`src/rtl/ddr_burst_ctrl_v2.sv`:
```
// rtl/ddr_burst_ctrl_v2.sv - burst request to MIG app_* command/write-data controller
// Optional stall watchdog with burst_timeout output: define DDR_TIMEOUT_EN.
module ddr_burst_ctrl_v2 #(
  parameter int DDR_DATA_WIDTH = 128,
  parameter int DDR_ADDR_WIDTH = 28,
  parameter int LEN_WIDTH      = 10,
  parameter int ADDR_STEP      = 8,
  parameter int TIMEOUT_CYCLES = 1024
) (
  input  logic                        clk,
  input  logic                        rst,
  input  logic                        rd_burst_req,
  input  logic [LEN_WIDTH-1:0]        rd_burst_len,
  input  logic [DDR_ADDR_WIDTH-1:0]   rd_burst_addr,
  output logic [DDR_DATA_WIDTH-1:0]   rd_burst_data,
  output logic                        rd_burst_data_valid,
  output logic                        rd_burst_finish,
  input  logic                        wr_burst_req,
  input  logic [LEN_WIDTH-1:0]        wr_burst_len,
  input  logic [DDR_ADDR_WIDTH-1:0]   wr_burst_addr,
  input  logic [DDR_DATA_WIDTH-1:0]   wr_burst_data,
  output logic                        wr_burst_data_req,
  output logic                        wr_burst_finish,
  output logic                        burst_finish,
  output logic                        busy,
`ifdef DDR_TIMEOUT_EN
  output logic                        burst_timeout,
`endif
  output logic [DDR_ADDR_WIDTH-1:0]   app_addr,
  output logic [2:0]                  app_cmd,
  output logic                        app_en,
  output logic [DDR_DATA_WIDTH-1:0]   app_wdf_data,
  output logic                        app_wdf_end,
  output logic [DDR_DATA_WIDTH/8-1:0] app_wdf_mask,
  output logic                        app_wdf_wren,
  input  logic [DDR_DATA_WIDTH-1:0]   app_rd_data,
  input  logic                        app_rd_data_valid,
  input  logic                        app_rdy,
  input  logic                        app_wdf_rdy,
  input  logic                        init_calib_complete
);

  typedef enum logic [2:0] {IDLE, RD_RUN, RD_END, WR_RUN, WR_END} state_t;

  state_t               state, state_next;
  logic [LEN_WIDTH-1:0] len_q, cmd_cnt, data_cnt, cmd_cnt_nx, data_cnt_nx;
  logic                 prefer_wr, grant_rd, grant_wr, cmd_hs, data_beat, timeout_hit;

  assign cmd_hs              = app_en & app_rdy;
  // Beats outside RD_RUN belong to an aborted burst and are dropped
  assign rd_burst_data_valid = app_rd_data_valid & (state == RD_RUN);
  assign rd_burst_data       = app_rd_data;
  assign app_wdf_wren        = (state == WR_RUN) && (data_cnt < len_q);
  assign app_wdf_end         = app_wdf_wren;
  assign app_wdf_data        = wr_burst_data;
  assign app_wdf_mask        = '0;
  assign wr_burst_data_req   = app_wdf_wren & app_wdf_rdy;
  assign data_beat           = rd_burst_data_valid | wr_burst_data_req;
  assign cmd_cnt_nx          = cmd_cnt + LEN_WIDTH'(cmd_hs);
  assign data_cnt_nx         = data_cnt + LEN_WIDTH'(data_beat);
  assign rd_burst_finish     = (state == RD_END);
  assign wr_burst_finish     = (state == WR_END);
  assign burst_finish        = rd_burst_finish | wr_burst_finish;
  assign busy                = (state != IDLE);

`ifdef DDR_TIMEOUT_EN
  localparam int STALL_W = $clog2(TIMEOUT_CYCLES + 1);
  logic [STALL_W-1:0] stall_cnt;
  logic               in_run, activity;

  assign in_run      = (state == RD_RUN) || (state == WR_RUN);
  assign activity    = cmd_hs | wr_burst_data_req | app_rd_data_valid;
  assign timeout_hit = in_run && !activity && (stall_cnt == STALL_W'(TIMEOUT_CYCLES - 1));

  always_ff @(posedge clk) begin
    if (rst) begin
      stall_cnt     <= '0;
      burst_timeout <= 1'b0;
    end else begin
      stall_cnt     <= (!in_run || activity) ? '0 : stall_cnt + 1'b1;
      // Registered so it lines up with the END-state finish pulse
      burst_timeout <= timeout_hit;
    end
  end
`else
  assign timeout_hit = 1'b0;
`endif

  always_comb begin
    state_next = state;
    grant_rd   = 1'b0;
    grant_wr   = 1'b0;
    case (state)
      IDLE: begin
        if (init_calib_complete) begin
          if (rd_burst_req && (!wr_burst_req || !prefer_wr)) grant_rd = 1'b1;
          else if (wr_burst_req)                              grant_wr = 1'b1;
        end
        if (grant_rd)      state_next = (rd_burst_len == '0) ? RD_END : RD_RUN;
        else if (grant_wr) state_next = (wr_burst_len == '0) ? WR_END : WR_RUN;
      end
      RD_RUN: if (timeout_hit || data_cnt_nx == len_q) state_next = RD_END;
      WR_RUN: if (timeout_hit || (cmd_cnt_nx == len_q && data_cnt_nx == len_q)) state_next = WR_END;
      default: state_next = IDLE;
    endcase
  end

  always_ff @(posedge clk) begin
    if (rst) begin
      state     <= IDLE;
      len_q     <= '0;
      cmd_cnt   <= '0;
      data_cnt  <= '0;
      app_addr  <= '0;
      app_cmd   <= 3'b000;
      app_en    <= 1'b0;
      prefer_wr <= 1'b0;
    end else begin
      state <= state_next;
      if (grant_rd || grant_wr) begin
        len_q     <= grant_rd ? rd_burst_len : wr_burst_len;
        app_addr  <= grant_rd ? rd_burst_addr : wr_burst_addr;
        app_cmd   <= grant_rd ? 3'b001 : 3'b000;
        app_en    <= grant_rd ? (rd_burst_len != '0) : (wr_burst_len != '0);
        cmd_cnt   <= '0;
        data_cnt  <= '0;
        prefer_wr <= grant_rd;
      end else begin
        cmd_cnt  <= cmd_cnt_nx;
        data_cnt <= data_cnt_nx;
        if (cmd_hs) app_addr <= app_addr + DDR_ADDR_WIDTH'(ADDR_STEP);
        if ((cmd_hs && cmd_cnt_nx == len_q) ||
            (state_next != RD_RUN && state_next != WR_RUN)) app_en <= 1'b0;
      end
    end
  end

endmodule
```
`config.mk`:
```
export PLATFORM = sky130hd
export DESIGN_NAME = ddr_burst_ctrl_v2
export DESIGN_NICKNAME = d
export VERILOG_FILES = /design/src/rtl/ddr_burst_ctrl_v2.sv
export SDC_FILE = /design/constraint.sdc
export NUM_CORES = 1
export LEC_CHECK = 0
export CAP_MARGIN = 20
export CELL_PAD_IN_SITES_DETAIL_PLACEMENT = 0
export CELL_PAD_IN_SITES_GLOBAL_PLACEMENT = 2
export CORE_AREA = 2 2 251 253
export CTS_BUF_LIST = sky130_fd_sc_hd__clkbuf_2
export CTS_CLUSTER_SIZE = 14
export DETAILED_ROUTE_END_ITERATION = 6
export DIE_AREA = 0 0 253 255
export PLACE_DENSITY = 0.68
export SLEW_MARGIN = 20
export SYNTH_ARGS = -nofsm -noshare
export SYNTH_HDL_FRONTEND = slang
export SYNTH_SLANG_ARGS = --single-unit
```
`constraint.sdc`:
```
create_clock -name clk -period 4.9 [get_ports clk]
set_input_delay 0.98 -clock clk [delete_from_list [all_inputs] [get_ports clk]]
set_output_delay 0.98 -clock clk [all_outputs]
set_load 0.01 [all_outputs]
```
Word level (Yosys, flattened, before mapping) --
Index checks and enable logic that the tools add are counted.
Word-level totals: flip-flop bits (word level) 66, logic and storage cells 68
Operators by class: add/sub/neg operators 3, $lt $le $gt $ge 1, equality and inequality tests 8, muxes and demuxes 24, bitwise operators 5, reduce and logical (&&, ||, !) cells 19
Operator list (count):
- 28-bit 2-to-1 mux | 3
- 28-bit by 4-bit adder with 28-bit output, second input constant | 1
- 10-bit by 1-bit adder with 10-bit output | 2
- 10-bit == test | 2
- 10-bit zero test | 2
- 10-bit nonzero test | 2
- 3-bit 2-to-1 mux | 5
- 1-bit 2-to-1 mux | 13
- 10-bit less-than comparator | 1
- 10-bit 2-to-1 mux | 1
- 3-bit one-hot mux with 3 select lines | 1
- 3-bit by 2-bit == test with 1-bit output, second input constant | 2
- 1-bit logical AND | 5
- 2-bit nonzero test | 2
- 1-bit AND | 3
- 3-bit by 1-bit == test with 1-bit output, second input constant | 1
- 3-bit == test, second input constant | 1
- 3-bit zero test | 1
- 1-bit logical OR | 3
- 3-bit by 1-bit != test with 1-bit output, second input constant | 1
- 3-bit by 2-bit != test with 1-bit output, second input constant | 1
- 3-bit nonzero test | 1
- 1-bit zero test | 2
- 2-bit 2-to-1 mux | 1
- other kinds (2) | 3

Depth between registers and ports, before layout --
depth in word-level cells 14, depth in mapped cells 17

Least setup slack after synthesis --
No wires, ideal clock.
path kind reg2reg, start reg len_q[1], end reg state[1], arrival 3.391 ns, required time 4.830 ns, path slack 1.439 ns, stages on the path, launching flop included 18, path buffers 0, clock period less this slack 3.461 ns, cell sequence dfxtp_1 > inv_1 > ha_1 > a21o_1 > a21o_1 > a21o_1 > a21oi_1 > o31a_1 > a21o_1 > ha_1 > ha_1 > xor2_1 > a211oi_1 > nand3_1 > a311oi_1 > nand4_4 > a211o_1 > a21oi_1
On the way: word-level cells in the longest chain between the ends 9, elaborated cells between the ends (all ways) 11, those cells by class add/sub: 1; order compare: 1; eq/ne: 2; mux: 3; bitwise: 2; reduce/logical: 2
Ends and longest elaborated chain:
- from (decl) | RTL line 46 | logic [LEN_WIDTH-1:0] len_q, cmd_cnt, data_cnt, cmd_cnt_nx, data_cnt_nx;
- from (signal assigned) | RTL line 121 | len_q <= grant_rd ? rd_burst_len : wr_burst_len;
- 10-bit less-than comparator * | RTL line 53 | assign app_wdf_wren = (state == WR_RUN) && (data_cnt < len_q);
- 1-bit logical AND * | RTL line 53
- net app_wdf_end | RTL line 33 | output logic app_wdf_end,
- 1-bit AND * | RTL line 57 | assign wr_burst_data_req = app_wdf_wren & app_wdf_rdy;
- 1-bit bitwise OR * | RTL line 58 | assign data_beat = rd_burst_data_valid | wr_burst_data_req;
- 10-bit by 1-bit adder with 10-bit output * | RTL line 60 | assign data_cnt_nx = data_cnt + LEN_WIDTH'(data_beat);
- net data_cnt_nx[1] | RTL line 46
- 10-bit == test * | RTL line 102, 103
- 1-bit logical AND | RTL line 103 | WR_RUN: if (timeout_hit || (cmd_cnt_nx == len_q && data_cnt_nx == len_q)) state_next = WR_END;
- 3-bit 2-to-1 mux | RTL line 103
- 3-bit one-hot mux with 3 select lines * | RTL line 93 | case (state)
- to (signal assigned) | RTL line 119 | state <= state_next;
- to (decl) | RTL line 45 | state_t state, state_next;
Mark *: on every way through the listed nets, which the timed path passes. The rest lies on a longest branch. A chain may end at the register's enable or synchronous reset.

Final worst setup path --
start reg len_q[1], end out wr_burst_data_req
On the way: word-level cells in the longest chain between the ends 3
Ends and longest elaborated chain:
- 10-bit less-than comparator | RTL line 53
- 1-bit logical AND | RTL line 53
- 1-bit AND | RTL line 57
- to (decl) | RTL line 22 | output logic wr_burst_data_req,
Every way passes these cells.

==> metrics.md <==
| Metric | Value |
|---|---|
| Worst Setup Start Kind | flip-flop |
| Crit path max fanout | 4 |
| Syn-to-layout area delta | 4.83% |
| Setup slack after layout | 0.836 ns |
| Synth Instances | 775 |
| Worst Setup SP | len_q[1]$_SDFFE_PP0N_ |
| Overflow after GRT | 0 |
| RePlAce Congestion | 0.779 |
| DRT iter0 DRCs | 213 |
| DR WL/cell | 17.4 um |
| Slew Viols, Final | 0 |
| Seq cells post-synth | 63 |
| DR vias/cell | 3.19 |
| Starting Density | 9.71% |
| Max VDD drop | 106 uV |
| Ports | 652 |
| Final period utilization | 82.9% |
| Yosys warns | 0 |
| Post-CTS resize count | 0 |
| Area contributors post-synth | buf_4 34%, dfxtp_1 21%, xnor2_1 5.4% |
| Tot GR Track Use | 7.50% |
| Run status | finished, final reports clean |
| Crit-path slowest cell | clkdlybuf4s50_1 |
| Die Span Y | 255 um |
| CTS tree | done |
| Layout cells sized above 1 | 5.68% |
| Cell Rows | 92 |
| Nets@finish | 984 |
| Routed via count | 4575 |
| Share of power burned in the clock network | 18.0% |
| Post-route ant nets | 0 |
| Switching Fraction | 43.1% |
| Synth top cells by count | 276 x buf_4, 64 x nor2_1, 63 x dfxtp_1 |
| PortBufs | 121 |
| Pleak | 1.96 nW |
| Req. time, crit path | 3.92 ns |
| Skew final | 0.0389 ns |
| Clock Tree Root | clkbuf_2 |
| Synth area leader | buf_4 |
| Initial antenna violation count | 2 |
| First-pass GRT wire length | 34000 um |
| DR WL met2 | 11100 um |
| Sequential element share of the synthesized area | 20.9% |
| Hold crit path type | flip-flop to flip-flop |
| Part of the power in combinational logic | 45.6% |
| Normalized max-slew margin | 50.3% |
| Total wire length | 24900 um |
| CP arrival | 3.08 ns |
| Drc violations | 0 |
| Placed Area | 6220 sq um |
| Syn avg cell area | 7.79 sq um |
| Post-Layout Cell Count | 1434 |
| CTS Buffer Depth | 2 |
| Worst hold slack | 0.509 ns |
| Most common cell in the netlist | buf_4 |
| Crit path top cell by count | a21o_1 |
| Clk_lat worst skew | 0.57 ns |
| Synth Flop Type | dfxtp_1 |
| Vias in the first global route | 4722 |
| CP endpoint kind | output pin |
| Chip Width | 253 um |
| Cell Pwr Density | 314 nW/um^2 |
| Routed met1 length | 10100 um |
| FF-to-FF Start | len_q[1]$_SDFFE_PP0N_ |
| FFs w/ async S/R, synth | 0% |
| Number of synthesized flops with an enable pin | 0 |
| H-tree levels | 3 |
| Hold_buf cts | 0 |
| Slew at the pin closest to its max-slew limit | 0.744 ns |
| Setup WS pre-CTS | 0.506 ns |
| # setup viols final | 0 |
| CTS Sinks | 63 |
| Drt first pass iters | 4 |
| Unrepaired setup endpoints after global routing | false |
| Post-route setup TNS | 0 ns |
| Inserted Clock Buffers | 9 |
| Core region area | 62200 sq um |
| Met3 wire length | 2550 um |
| Worst R2R Setup Slack | 0.93 ns |
| Max layer used | met5 |
| CP Class | flip-flop to output pin |
| Crit-path cells | inv_1 -> ha_1 -> a21o_1 -> a21o_1 -> a21o_1 -> a21oi_1 -> o31a_1 -> and2_1 -> clkdlybuf4s50_1 |
| DP Cell Count | 1418 |
| CP max stage delay | 0.54 ns |
| Final Hold Fails | 0 |
| DP Wirelength | 20100 um |
| FMAX | 0.246 GHz |
| NetSw | 0.855 mW |
| Clock slew at reported path FFs | 0.24 ns |
| Hold Startpoint | app_addr[2]$_SDFFE_PP0P_ |
| Post-synthesis cell type count | 58 |
| Max-cap viol count | 0 |
| Sequential power share | 36.5% |
| Die Footprint | 64500 sq um |
| Pin count of the biggest net entering global routing | 26 |
| Int Power | 1.13 mW |
| Setup Buffers After CTS | 0 |
| Post-route minimum period | 4.06 ns |
| Synthesized cell area | 6030 sq um |
| Yosys top cell area share | 34.3% |
| Final Cell Area | 6330 sq um |
-- path summary, 6_finish.rpt --
kind / end / cells past startpoint
setup / recovery: wr_burst_data_req / 9
setup reg to reg: state[1]$_SDFF_PP0_ / 17
hold reg to reg: app_addr[2]$_SDFFE_PP0P_ / 2
hold / removal: app_addr[2]$_SDFFE_PP0P_ / 2
-- critical path, delay by kind of cell, from the launching register on --
kind                       cells  cell delay (ns)
adders and majority gates      1             0.30
AOI/OAI and AO/OA              5             0.94
and+or+nand+nor                1             0.18
DFF                            1             0.46
buffers and inverters          2             0.62
-- area by class of cell --
class / instances / area [sq um]
multi-input cells: 406 / 2600
flip-flops and latches: 63 / 1260
clock buffers: 9 / 45.0
diodes: 1 / 2.50
inverters: 18 / 67.6
repair buffers: 132 / 1290
well taps: 799 / 1000
fillers: 7276 / 55800
clock inverters: 6 / 62.6
-- registers in the layout, summed over array words and instances (netlist names) --
signal / flops
app_addr: 28
cmd_cnt: 10
data_cnt: 10
len_q: 10
state: 3
app_en: 1
prefer_wr: 1
-- per-stage QoR --
stage,power [mW],util (%)
6_report,1.98,10.2
4_1_cts,2.04,10.2
2_1_floorplan,1.41,-
5_1_grt,2.15,10.2
3_5_place_dp,1.66,10.0
3_3_place_gp,1.66,10.0
-- cell usage in the layout (no fill, tap or decap), drive strengths merged, types with 12 or more instances in the layout --
cell             n
nand3           23
xnor2           37
o22ai           21
inv             18
nor2            64
ha              14
nor3            21
buf             12
a211oi          23
dfxtp           63
clkdlybuf4s50  120
a21oi           34
conb            18
nand2           32
-- layer usage --
metal | up-vias | track usage, %
met2 | 337 | 11.7
met1 | 2067 | 8.57
li1 | 2055 | -
met4 | 4 | 3.70
met5 | - | 1.35
met3 | 112 | 3.37
-- power groups by stage --
| stage | Combinational (mW) | Sequential (mW) | Clock (mW) |
|---|---|---|---|
| after global placement | 0.924 | 0.739 | 0 |
| after global routing | 0.998 | 0.743 | 0.406 |
| final | 0.904 | 0.724 | 0.356 |
| after floorplan | 0.707 | 0.702 | 0 |
| after CTS | 0.929 | 0.728 | 0.387 |
| after detailed placement | 0.921 | 0.739 | 0 |
-- cell families (layout without fill, tap and decap cells) --
group	Yosys count	count (layout)	share of synthesized area [%]
other	1	19	0.0621
adder cells (fa/ha/maj)	14	14	2.90
AND/OR/NAND/NOR	198	198	16.6
buffers and inverters	323	165	37.4
XOR/XNOR	48	48	7.71
AO/OA/AOI/OAI	124	124	13.8
flip-flops	63	63	20.9
multiplexers	4	4	0.664
No activity file was read; power rests on OpenSTA's default activity.
